<file path="src/rtl/fan_pkg.sv">
// Shared encodings for the fan off-timer: controller states
// and timer selection codes.
package fan_pkg;

  typedef enum logic [1:0] {
    IDLE   = 2'd0,
    LOAD   = 2'd1,
    RUN    = 2'd2,
    EXPIRE = 2'd3
  } state_t;

  localparam logic [1:0] SEL_OFF = 2'd0;
  localparam logic [1:0] SEL_1   = 2'd1;
  localparam logic [1:0] SEL_2   = 2'd2;
  localparam logic [1:0] SEL_3   = 2'd3;

endpackage

</file>
<file path="src/rtl/fan_timer_mmss_down.sv">
// Loadable BCD m:ss down-counter; loading zero clears it.
// Stops at 0:00 and never wraps.
module fan_timer_mmss_down
  import fan_pkg::*;
(
  input  logic       clk,
  input  logic       reset_n,
  input  logic       load,
  input  logic [3:0] load_min,
  input  logic       dec,
  output logic [3:0] min1,
  output logic [3:0] sec10,
  output logic [3:0] sec1,
  output logic       zero
);

  assign zero = (min1 == 4'd0) && (sec10 == 4'd0)
             && (sec1 == 4'd0);

  always_ff @(posedge clk or negedge reset_n) begin
    if (!reset_n) begin
      min1  <= 4'd0;
      sec10 <= 4'd0;
      sec1  <= 4'd0;
    end else if (load) begin
      min1  <= load_min;
      sec10 <= 4'd0;
      sec1  <= 4'd0;
    end else if (dec && !zero) begin
      if (sec1 != 4'd0) begin
        sec1 <= sec1 - 4'd1;
      end else if (sec10 != 4'd0) begin
        sec1  <= 4'd9;
        sec10 <= sec10 - 4'd1;
      end else begin
        sec1  <= 4'd9;
        sec10 <= 4'd5;
        min1  <= min1 - 4'd1;
      end
    end
  end

endmodule

</file>
<file path="src/rtl/fan_timer_ctrl.sv">
// Fan off-timer: button cycles OFF/T1/T2/T3, counts down
// mm:ss on the 1 Hz strobe, and pulses fan_stop on expiry.
module fan_timer_ctrl
  import fan_pkg::*;
#(
  parameter logic [3:0] SET1_MIN = 4'd1,
  parameter logic [3:0] SET2_MIN = 4'd3,
  parameter logic [3:0] SET3_MIN = 4'd5
) (
  input  logic       clk,
  input  logic       reset_n,
  input  logic       clk_sec,
  input  logic       btn_timer,
  input  logic       fan_on,
  output logic [1:0] timer_sel,
  output logic [3:0] min1,
  output logic [3:0] sec10,
  output logic [3:0] sec1,
  output logic       timer_running,
  output logic       fan_stop
);

  state_t     state;
  state_t     state_nx;
  logic [1:0] sel_nx;
  logic [1:0] sel_inc;
  logic [3:0] set_min;
  logic       cnt_load;
  logic [3:0] cnt_min;
  logic       cnt_dec;
  logic       cnt_zero;
  logic       last_sec;

  assign sel_inc  = timer_sel + 2'd1;
  assign last_sec = (min1 == 4'd0) && (sec10 == 4'd0)
                 && (sec1 == 4'd1);

  always_comb begin
    set_min = 4'd0;
    unique case (timer_sel)
      SEL_1:   set_min = SET1_MIN;
      SEL_2:   set_min = SET2_MIN;
      SEL_3:   set_min = SET3_MIN;
      default: set_min = 4'd0;
    endcase
  end

  // A load with cnt_min=0 doubles as the digit clear.
  always_comb begin
    state_nx = state;
    sel_nx   = timer_sel;
    cnt_load = 1'b0;
    cnt_min  = 4'd0;
    cnt_dec  = 1'b0;
    if (!fan_on) begin
      state_nx = IDLE;
      sel_nx   = SEL_OFF;
      cnt_load = 1'b1;
    end else begin
      unique case (state)
        IDLE: begin
          if (btn_timer) begin
            sel_nx   = SEL_1;
            state_nx = LOAD;
          end
        end
        LOAD, RUN: begin
          if (btn_timer) begin
            sel_nx = sel_inc;
            if (sel_inc == SEL_OFF) begin
              state_nx = IDLE;
              cnt_load = 1'b1;
            end else begin
              state_nx = LOAD;
            end
          end else if (state == LOAD) begin
            cnt_load = 1'b1;
            cnt_min  = set_min;
            state_nx = RUN;
          end else if (cnt_zero) begin
            state_nx = EXPIRE;
          end else if (clk_sec) begin
            cnt_dec = 1'b1;
            if (last_sec) state_nx = EXPIRE;
          end
        end
        EXPIRE: begin
          state_nx = IDLE;
          sel_nx   = SEL_OFF;
        end
        default: state_nx = IDLE;
      endcase
    end
  end

  always_ff @(posedge clk or negedge reset_n) begin
    if (!reset_n) begin
      state         <= IDLE;
      timer_sel     <= SEL_OFF;
      timer_running <= 1'b0;
      fan_stop      <= 1'b0;
    end else begin
      state         <= state_nx;
      timer_sel     <= sel_nx;
      timer_running <= (state_nx == RUN);
      fan_stop      <= (state_nx == EXPIRE);
    end
  end

  fan_timer_mmss_down u_cnt (
    .clk      (clk),
    .reset_n  (reset_n),
    .load     (cnt_load),
    .load_min (cnt_min),
    .dec      (cnt_dec),
    .min1     (min1),
    .sec10    (sec10),
    .sec1     (sec1),
    .zero     (cnt_zero)
  );

endmodule
</file>
<file path="config.mk">
export PLATFORM = sky130hd
export DESIGN_NAME = fan_timer_ctrl
export DESIGN_NICKNAME = d
export VERILOG_FILES = /design/src/rtl/fan_pkg.sv /design/src/rtl/fan_timer_mmss_down.sv /design/src/rtl/fan_timer_ctrl.sv
export SDC_FILE = /design/constraint.sdc
export NUM_CORES = 1
export LEC_CHECK = 0
export ABC_AREA = 1
export CAP_MARGIN = 15
export CORE_MARGIN = 2
export CORE_UTILIZATION = 45
export DETAILED_ROUTE_END_ITERATION = 16
export GPL_ROUTABILITY_DRIVEN = 0
export PLACE_DENSITY = 0.81
export SYNTH_ARGS = -nofsm -noshare
export SYNTH_HDL_FRONTEND = slang
export SYNTH_SLANG_ARGS = --single-unit
</file>
<file path="constraint.sdc">
create_clock -name clk -period 4.6 [get_ports clk]
set_input_delay 0.46 -clock clk [delete_from_list [all_inputs] [get_ports clk]]
set_output_delay 0.46 -clock clk [all_outputs]
set_load 0.01 [all_outputs]
</file>
==> flow_summary.yaml <==
run_status:
  status: "completed"
pwr:
  power.leakage_uw: 0.0007610
  cellPowerDensity_mw_per_mm2: 481.3
  ir_drop_mv: 0.3269
  fin_total_pwr_uw: 726.9
logic_synthesis:
  synth_xor_area_share_pct: 2.803
  syn_nets: 178
  synthCells: 161
  synth_top_family_by_area: "simple AND/OR/NAND/NOR gates"
  synth_cell_types: 26
  yosys.area_share.simple_pct: 28.13
  synth_top_area_share_pct: 36.04
  syn_area_per_cell_um2: 7.764
  yosysSeqAreaShare_pct: 36.04
  yosysTopAreaCell: "dfrtp_1"
  synth-seq-cells: 18
  synth_warnings: 0
  synth_area_mm2: 0.001250
  netlist_top_cells_area: "dfrtp_1, ha_1, nand2_1"
  synthAdderAreaFrac_pct: 12.01
  synthMuxAreaShare_pct: 0
  synth_compound_area_share_pct: 12.01
worst_setup_path:
  arrival_ps: 2090
  crit_type: "reg2reg"
  end_kind: "flop"
  required_ps: 4800
  startpoint_type: "flop"
  critPathMaxFanout: 10
place:
  dp_cells: 210
  port_buffers: 20
  placed_area_mm2: 0.001474
  dp_hpwl_mm: 1.994
cts:
  clk_pin_slew_ps: 110
  htreeDepth: 1
  ctsResizeCount: 0
  cts_tree: "yes"
  clkLatencyLatePin_ps: 300
  numCtsBuffers: 3
  post_cts_buffers: 0
  cts_max_path_buffers: 2
  cts-root-buf: "clkbuf_4"
  ctsHoldBuffers: 0
  clock-sinks: 18
sta:
  setup_violations: 0
  worst_slew_pin_slew_ps: 826.7
  maxSlewViolCount: 0
  fin_worst_skew_ps: 4.733
  rsz0062_at_grt: "false"
  finalHoldViolations: 0
  finalCriticalPeriod_ps: 1886
  clock.fmax_mhz: 530.1
  maxSlewHeadroom_pct: 44.72
  post-route-period-util_pct: 41.01
  setup-tns-final_ps: 0
global_route:
  grt_pass1_wl_mm: 4.340
  grt_usage_pct: 17.01
  grt-ovfl-total: 0
  grt_pass1_vias: 1090
  grt_max_degree: 19
  antenna_found_initial: 0
detailed_routing:
  vias: 1141
  wl_mm: 2.602
  drtAntennaViolNets: 0
  route.detailed.drc: 0
  wire_per_inst_um: 12.16
  drtIter0Drc: 43
  via_per_inst: 5.332
  drt_first_pass_iters: 4
layout:
  final_cell_count_no_fill: 214
  post-route-util_pct: 56.22
  syn2layout_area_growth_pct: 20.82
  antenna-diode-count: 0
  mostFrequentLayoutCells: "nand2_1, inv_1, clkdlybuf4s50_1"
  final_nets: 201
  final_common_cell: "nand2_1"
  final_cell_area_mm2: 0.001510
  drive_above_1_share_pct: 8.197
die:
  num_rows: 19
  die_y_um: 56.71
  die_area_mm2: 0.003215
  initial_core_util_pct: 46.53
  ios: 21
  die_w_um: 56.71
  core_mm2: 0.002686
worst_hold_path:
  hp-class: "reg2reg"
run:
  maxCapViolations: 0
==> per-layer routing <==
| metal | vias to the layer above | GRT usage (%) | routed length, um | share of wire [%] |
|---|---|---|---|---|
| met5 | - | 0 | 0 | 0 |
| met4 | 0 | 8.844 | 53 | 2.0 |
| met3 | 7 | 2.304 | 121 | 4.7 |
| met2 | 37 | 29.73 | 1275 | 49 |
| met1 | 537 | 20.06 | 1151 | 44 |
| li1 | 560 | - | - | - |
==> worst paths after layout <==
kind,startpoint,cells past startpoint,end,slack [ps]
max in group asynchronous,reset_n,1,timer_sel[1],3470
min in group asynchronous,reset_n,1,u_cnt.sec10[2],620
worst min-delay path,u_cnt.min1[0],2,u_cnt.min1[0],540
worst max-delay path,state[1],9,u_cnt.min1[2],2710
worst max register to register,state[1],9,u_cnt.min1[2],2710
worst min register to register,u_cnt.min1[0],2,u_cnt.min1[0],540
==> critical path, stage by stage (launching register included) <==
cell and delay (ps):
dfrtp_1 440, inv_1 100, ha_1 470, nand3_1 180, nor2_4 140, nand3_2 110
nand2_4 140, nand2_4 80, nand2_1 60, nand2_1 60
==> cells by family after synthesis <==
| family | Yosys count |
|---|---|
| compound gates | 24 |
| xor+xnor | 4 |
| buf+inv | 28 |
| fa+ha+maj | 12 |
| simple gates | 75 |
| flops | 18 |
==> cell type report <==
cell class,instances,area [um^2]
clock buffers,4,36.28
fillers,252,1176
inverters,26,97.59
multi-input cells,115,686.9
flip-flops and latches,18,450.4
well taps,31,38.79
repair buffers,20,200.2
==> sequential cells by signal (all words and copies together) (netlist names) <==
signal,cells
u_cnt.sec1,4
u_cnt.sec10,4
timer_sel,2
u_cnt.min1,4
timer_running,1
state,2
fan_stop,1
==> cells in the mapped netlist <==
| cell | count |
|---|---|
| nand2_1 | 35 |
| inv_1 | 25 |
| dfrtp_1 | 18 |
| nand3_1 | 14 |
| nor2_1 | 14 |
| ha_1 | 12 |
| o21ai_0 | 11 |
| a21oi_1 | 4 |
| nand4_1 | 4 |
| nand2_4 | 3 |
| xor2_1 | 3 |
| buf_4 | 2 |
| o21ai_1 | 2 |
| o21ai_2 | 2 |
| a21oi_4 | 1 |
| inv_2 | 1 |
| nand2_2 | 1 |
| nand3_2 | 1 |
| nor2_4 | 1 |
| nor3_1 | 1 |
| o2111ai_1 | 1 |
| o21a_1 | 1 |
| o21bai_1 | 1 |
| o31ai_1 | 1 |
| or2_2 | 1 |
| xnor2_1 | 1 |
==> where the power goes <==
part	switching [uW]	total [uW]	internal, uW	leakage, uW
Clock	53.2	102	48.3	0.0000210
Combinational	221	389	168	0.000500
Sequential	39.1	236	197	0.000240
==> through the flow <==
stage                     setup WS [ps]  hold WS [ps]
after global routing               2611         576.2
final                              2714         541.8
after CTS                          2740         541.9
after global placement             2693         508.1
after detailed placement           2648         508.2
after floorplan                    3021         164.4
(Power assumes the default switching activity.)
